--- src/rtl/if_fetch.sv ---
// Instruction-fetch stage: assembles a 32-bit little-endian instruction from four
// byte reads on the shared memory port and presents {inst, pc} with a valid/stall handshake.
module if_fetch #(
  parameter int ADDR_W = 32,
  parameter int INST_W = 32
) (
  input  logic              clk,
  input  logic              rst,
  input  logic [ADDR_W-1:0] pc_i,
  input  logic              flush_i,
  input  logic              stall_i,
  output logic              mem_req_o,
  output logic [ADDR_W-1:0] mem_addr_o,
  input  logic              mem_gnt_i,
  input  logic [7:0]        mem_rdata_i,
  output logic [INST_W-1:0] inst_o,
  output logic [ADDR_W-1:0] inst_pc_o,
  output logic              inst_valid_o,
  output logic              stall_req_o
);

  typedef enum logic [1:0] {IDLE, BUSY, HOLD} state_t;

  state_t            state_q, state_d;
  logic [ADDR_W-1:0] base_q, base_d;
  logic [ADDR_W-1:0] mem_addr_q, mem_addr_d;
  logic [ADDR_W-1:0] inst_pc_q, inst_pc_d;
  logic [INST_W-1:0] buf_q, buf_d;
  logic [INST_W-1:0] inst_q, inst_d;
  logic [2:0]        issue_cnt_q, issue_cnt_d;
  logic [2:0]        rcv_cnt_q, rcv_cnt_d;
  logic              rsp_pending_q, rsp_pending_d;
  logic              mem_req_q, mem_req_d;
  logic              inst_valid_q, inst_valid_d;

  logic [ADDR_W-1:0] pc_aligned;
  logic [2:0]        issue_inc;
  logic              granted;

  assign pc_aligned = pc_i & ~ADDR_W'(3);

  always_comb begin
    state_d       = state_q;
    base_d        = base_q;
    mem_addr_d    = mem_addr_q;
    inst_pc_d     = inst_pc_q;
    buf_d         = buf_q;
    inst_d        = inst_q;
    issue_cnt_d   = issue_cnt_q;
    rcv_cnt_d     = rcv_cnt_q;
    rsp_pending_d = rsp_pending_q;
    mem_req_d     = mem_req_q;
    inst_valid_d  = inst_valid_q;
    issue_inc     = issue_cnt_q + 3'd1;
    granted       = 1'b0;

    if (flush_i) begin
      // Clearing rsp_pending drops any byte still in flight from the aborted fetch.
      state_d       = IDLE;
      inst_valid_d  = 1'b0;
      issue_cnt_d   = 3'd0;
      rcv_cnt_d     = 3'd0;
      rsp_pending_d = 1'b0;
      mem_req_d     = 1'b0;
    end else begin
      case (state_q)
        IDLE: begin
          base_d        = pc_aligned;
          mem_addr_d    = pc_aligned;
          mem_req_d     = 1'b1;
          issue_cnt_d   = 3'd0;
          rcv_cnt_d     = 3'd0;
          rsp_pending_d = 1'b0;
          state_d       = BUSY;
        end
        BUSY: begin
          granted       = mem_req_q && mem_gnt_i;
          rsp_pending_d = granted;
          if (granted) begin
            issue_cnt_d = issue_inc;
            mem_req_d   = (issue_inc < 3'd4);
            if (issue_inc < 3'd4) begin
              mem_addr_d = base_q + ADDR_W'(issue_inc);
            end
          end
          if (rsp_pending_q) begin
            buf_d[{rcv_cnt_q[1:0], 3'b000} +: 8] = mem_rdata_i;
            rcv_cnt_d = rcv_cnt_q + 3'd1;
            if (rcv_cnt_q == 3'd3) begin
              inst_d       = {mem_rdata_i, buf_q[INST_W-9:0]};
              inst_pc_d    = base_q;
              inst_valid_d = 1'b1;
              state_d      = HOLD;
            end
          end
        end
        HOLD: begin
          // Consumption starts the next fetch immediately, skipping IDLE.
          if (!stall_i) begin
            base_d        = pc_aligned;
            mem_addr_d    = pc_aligned;
            mem_req_d     = 1'b1;
            issue_cnt_d   = 3'd0;
            rcv_cnt_d     = 3'd0;
            rsp_pending_d = 1'b0;
            inst_valid_d  = 1'b0;
            state_d       = BUSY;
          end
        end
        default: begin
          state_d   = IDLE;
          mem_req_d = 1'b0;
        end
      endcase
    end
  end

  always_ff @(posedge clk) begin
    if (rst) begin
      state_q       <= IDLE;
      base_q        <= '0;
      mem_addr_q    <= '0;
      inst_pc_q     <= '0;
      buf_q         <= '0;
      inst_q        <= '0;
      issue_cnt_q   <= 3'd0;
      rcv_cnt_q     <= 3'd0;
      rsp_pending_q <= 1'b0;
      mem_req_q     <= 1'b0;
      inst_valid_q  <= 1'b0;
    end else begin
      state_q       <= state_d;
      base_q        <= base_d;
      mem_addr_q    <= mem_addr_d;
      inst_pc_q     <= inst_pc_d;
      buf_q         <= buf_d;
      inst_q        <= inst_d;
      issue_cnt_q   <= issue_cnt_d;
      rcv_cnt_q     <= rcv_cnt_d;
      rsp_pending_q <= rsp_pending_d;
      mem_req_q     <= mem_req_d;
      inst_valid_q  <= inst_valid_d;
    end
  end

  assign mem_req_o    = mem_req_q;
  assign mem_addr_o   = mem_addr_q;
  assign inst_o       = inst_q;
  assign inst_pc_o    = inst_pc_q;
  assign inst_valid_o = inst_valid_q;
  assign stall_req_o  = (state_q != HOLD);

endmodule

--- config.mk ---
export PLATFORM = sky130hd
export DESIGN_NAME = if_fetch
export DESIGN_NICKNAME = d
export VERILOG_FILES = /design/src/rtl/if_fetch.sv
export SDC_FILE = /design/constraint.sdc
export NUM_CORES = 1
export LEC_CHECK = 0
export ABC_CLOCK_PERIOD_IN_PS = 7770
export CAP_MARGIN = 5
export CORE_MARGIN = 2
export CORE_UTILIZATION = 25
export DETAILED_ROUTE_END_ITERATION = 8
export DONT_BUFFER_PORTS = 1
export GPL_ROUTABILITY_DRIVEN = 0
export GPL_TIMING_DRIVEN = 1
export PLACE_DENSITY = 0.49
export SYNTH_ARGS = -nofsm -noshare
export SYNTH_HDL_FRONTEND = slang
export SYNTH_SLANG_ARGS = --single-unit
--- constraint.sdc ---
create_clock -name clk -period 7.77 [get_ports clk]
set_clock_uncertainty 0.2 [all_clocks]
set_input_delay 0.777 -clock clk [delete_from_list [all_inputs] [get_ports clk]]
set_output_delay 0.777 -clock clk [all_outputs]
set_load 0.05 [all_outputs]
# == After elaboration in Yosys (flattened, before gate mapping) ==
# Cells that the tools add are included.
# classes
add_sub_neg,4
order_cmp,1
eq_ne,9
n_shift,2
muxes,23
bitwise_logic,1
reduce_logical,16
# ops
operator,count
$mux 32,3
$pmux 32 s3,1
$pmux 32 s2,1
$add 32x3->32,1
$bwmux 32,1
$shift 8x7->32 const A,1
$shiftx 8x7->32,1
$pmux 3 s3,2
$reduce_and 3->1,5
$ne 2x2->1 const B,6
$mux 3,3
$reduce_and 4->1,2
$neg 5->7,1
$add 3x1->3 const B,2
$mux 2,3
$pmux 1 s3,2
$pmux 2 s3,1
$mux 1,5
$reduce_and 5->1,1
$reduce_and 2->1,2
$reduce_bool 2->1,2
$eq 3x2->1 const B,1
$lt 3x3->1 const B,1
$reduce_bool 3->1,1
7 further kinds,7
# word_totals
regBits,171
output_inout_bits,99
word_cells,67

# == Longest topological paths before layout ==
# logic_depth
word_depth,5
depth_mapped,9
depth_no_buf,9

# == Worst setup path before layout ==
# No wires, ideal clock.
# synth_timing
path_type,flip-flop to flip-flop
from,reg issue_cnt_q[0]
to,reg mem_addr_q[20] (netlist: mem_addr_o[20])
setup_time_ps,91
arrival_time_ps,2243
setup_slack_ps,5236
path_stages_with_launch,9
path_buffers,0
cell_sequence,dfxtp_1 -> ha_1 -> xor2_1 -> ha_1 -> nand4_2 -> or4_4 -> nor4_1 -> a31oi_1 -> a311oi_1
# synth_between
elab_chain_cells,5
word_cells_on_any_way,8
# synth_lines
element,line,source
start: declaration,30,"logic [2:0] issue_cnt_q, issue_cnt_d;"
start signal: assignment,138,issue_cnt_q <= issue_cnt_d;
$add 3x1->3 *,54,issue_inc = issue_cnt_q + 3'd1;
$add 32x3->32,83,mem_addr_d = base_q + ADDR_W'(issue_inc);
$mux 32,82,if (issue_inc < 3'd4) begin
$mux 32,79,if (granted) begin
$pmux 32 s3,66,case (state_q)
end signal: assignment,134,mem_addr_q <= mem_addr_d;
end: declaration,26,"logic [ADDR_W-1:0] mem_addr_q, mem_addr_d;"
# Every way passes the cells marked *; elsewhere a longest branch is shown, timed or not. The select of a mux whose other input is x is not followed.
# A chain may end at the register's enable or synchronous reset.

# == Worst setup path after layout ==
# layout_timing
from,reg issue_cnt_q[0]
to,reg mem_addr_q[28] (netlist: mem_addr_o[28])
# Same word-level chain as after synthesis.

==> out/results.ini <==
[final_layout]
fillerInstances = 2824
final_common_cell = nand2_1
multi_input_area_sq_mm = 0.00323
regArea_sq_mm = 0.00318
diodes = 0
final_cell_mix = nand2_1 (244), dfxtp_1 (159), a21oi_1 (147), nor2_1 (45), nand3_1 (42)
drive_gt1_frac = 0.0644
layout.nets = 881
syn_to_final_growth_pct = 12.1

[power]
finalPower_w = 0.00185
p_leak_nw = 2.46
power.density_mw_per_mm2 = 246
ir_drop_v = 0.000134

[clock_network]
cts_tree = yes
insertion_delay_ns = 0.43
cts_resized = 0
clockBufferDepth = 2
cts_hold_buffers = 0
h-tree-depth = 4
cts_made_buffers = 17
clkSinkCount = 159
post_cts_buffers = 0
cts-root-buf = clkbuf_16
clk_pin_slew_ns = 0.08

[die]
coreArea_sq_mm = 0.0262
io_pins = 144
die_w_um = 168
die_h_um = 168
start_util = 0.256
fp-row-count = 59
fp.dieArea_sq_mm = 0.0281

[timing]
slew_headroom = 0.346
rsz0062_at_grt = no
min_period_ns = 3.30
final_hold_viol_count = 0
clock.fmax_mhz = 303
finalMaxSlewViolations = 0
tightestPinTransition_ns = 0.980
min_period_over_period = 0.424
setup_viol = 0
tns_ns = 0

[critical_path]
crit_path_end_kind = flip-flop
cp_data_arrival_time_ns = 3.45
required_ns = 7.93
crit_type = reg2reg
critPathSlowestCell = nor4_1
cp-start-kind = flip-flop
slowest_delay_ns = 0.79
crit_path_max_fanout = 5
crit_chain = ha_1, xor2_1, ha_1, nand4_2, nor4_1, nand4_1, xor2_1, a211oi_2

[outcome]
status = completed

[global_routing]
grt.overflow.total = 0
grt_use_total = 0.148
antenna_found_initial = 0
first_global_vias = 5478
grt_pass1_wl_um = 32400
grt_max_degree = 152

[logic_synthesis]
synth_edf_count = 0
avgSynthCellArea_sq_um = 7.74
synth_area_leader_cell = dfxtp_1
synthArstFlopShare = 0
synth_area_leaders = dfxtp_1 (48%), nand2_1 (14%), a21oi_1 (11%)
yosysTopAreaCellShare = 0.475
ys.flop_type = dfxtp_1
ys_warn_count = 0
synthCells = 865
yosysSeqAreaShare = 0.475
synth_area_sq_mm = 0.00670
synth.distinct_cells = 46
ys_ff_latch = 159

[detailed_routing]
routedWlPerCell_um = 17.5
route.detailed.drc = 0
wl_um = 20600
drtAntennaViolNets = 0
viasPerCell = 4.84
drt_iter0_drc = 330
num_vias = 5678
dr.pass1.iters = 5

[worst_hold_path]
min-delay-path-class = in2reg

[run]
max_cap_viol_count = 0

[place]
hpwlAfterDp_um = 13200
io_buffer_count = 0

[logic make-up after synthesis]
group | Yosys count | synth area share
adder cells (fa/ha/maj) | 10 | 0.0187
AND/OR/NAND/NOR | 392 | 0.255
AO/OA/AOI/OAI | 202 | 0.166
other | 1 | 0.000560
multiplexers | 1 | 0.00149
XOR/XNOR | 27 | 0.0353
flip-flops | 159 | 0.475
buffers and inverters | 73 | 0.0473
[sequential cells by signal, indices dropped and copies added, names as in the netlist]
signal,cells
issue_cnt_q,3
base_q,30
rcv_cnt_q,3
rsp_pending_q,1
buf_q,24
mem_addr_o,32
mem_req_o,1
inst_pc_o,30
inst_o,32
state_q,2
inst_valid_o,1
[area by class of cell]
class | count | area share
Clock inverter | 15 | 0.0247
Tap cell | 335 | 0.0558
Timing Repair Buffer | 5 | 0.00500
Sequential cell | 159 | 0.424
Multi-Input combinational cell | 634 | 0.430
Clock buffer | 17 | 0.0566
Inverter | 9 | 0.00450
[worst max-delay path: cells and delay by family (launching register included)]
kind,cells,cell delay [ns]
and+or+nand+nor,3,1.26
xor gates and xnor gates,2,0.64
adders and majority gates,2,0.56
DFF,1,0.38
AOI/OAI and AO/OA,1,0.20
[where the power goes]
part	internal [W]	total [W]	switching, W
Clock	0.000465	0.000871	0.000406
Combinational	0.0000280	0.0000762	0.0000482
Sequential	0.000835	0.000904	0.0000687
[synth_stat cells, types with 2 or more instances]
cell type    n
a211o_1      4
a211oi_1     9
a21boi_0     5
a21oi_1    147
a311oi_1     5
and2_1       6
and3_1       3
buf_2       16
buf_4        6
clkbuf_1    41
dfxtp_1    159
ha_1        10
inv_1        9
nand2_1    245
nand3_1     42
nand3b_1     2
nand4_1      9
nor2_1      45
nor3_1       7
nor3_2       2
nor3b_1      3
nor4_1      10
o21ai_0     18
o22ai_1      6
or2_2        2
or3_1        8
or4_4        2
xnor2_1      4
xor2_1      23
[per-stage QoR]
stage	hold WS (ns)	area (sq um)	cells	util	setup slack, ns
3_3_place_gp	0.237	6900	1142	0.263	4.46
6_report	0.206	7510	1174	0.287	4.47
2_1_floorplan	0.232	6700	866	-	5.24
3_5_place_dp	0.239	6900	1142	0.263	4.44
4_1_cts	0.197	7510	1174	0.287	4.41
5_1_grt	0.189	7510	1174	0.287	4.19
[routing by layer]
metal  track usage  wire length, um
met5             0                0
met2         0.228             9090
met1         0.200             9930
met4        0.0355              180
met3        0.0468             1360
[worst paths after layout]
check                  from              to  slack [ns]  cells past startpoint
min                     rst      base_q[30]        0.21                      1
min reg2reg       buf_q[12]       buf_q[12]        0.25                      2
max reg2reg  issue_cnt_q[0]  mem_addr_o[28]        4.47                      8
max          issue_cnt_q[0]  mem_addr_o[28]        4.47                      8
No activity file was read; power rests on OpenSTA's default activity.
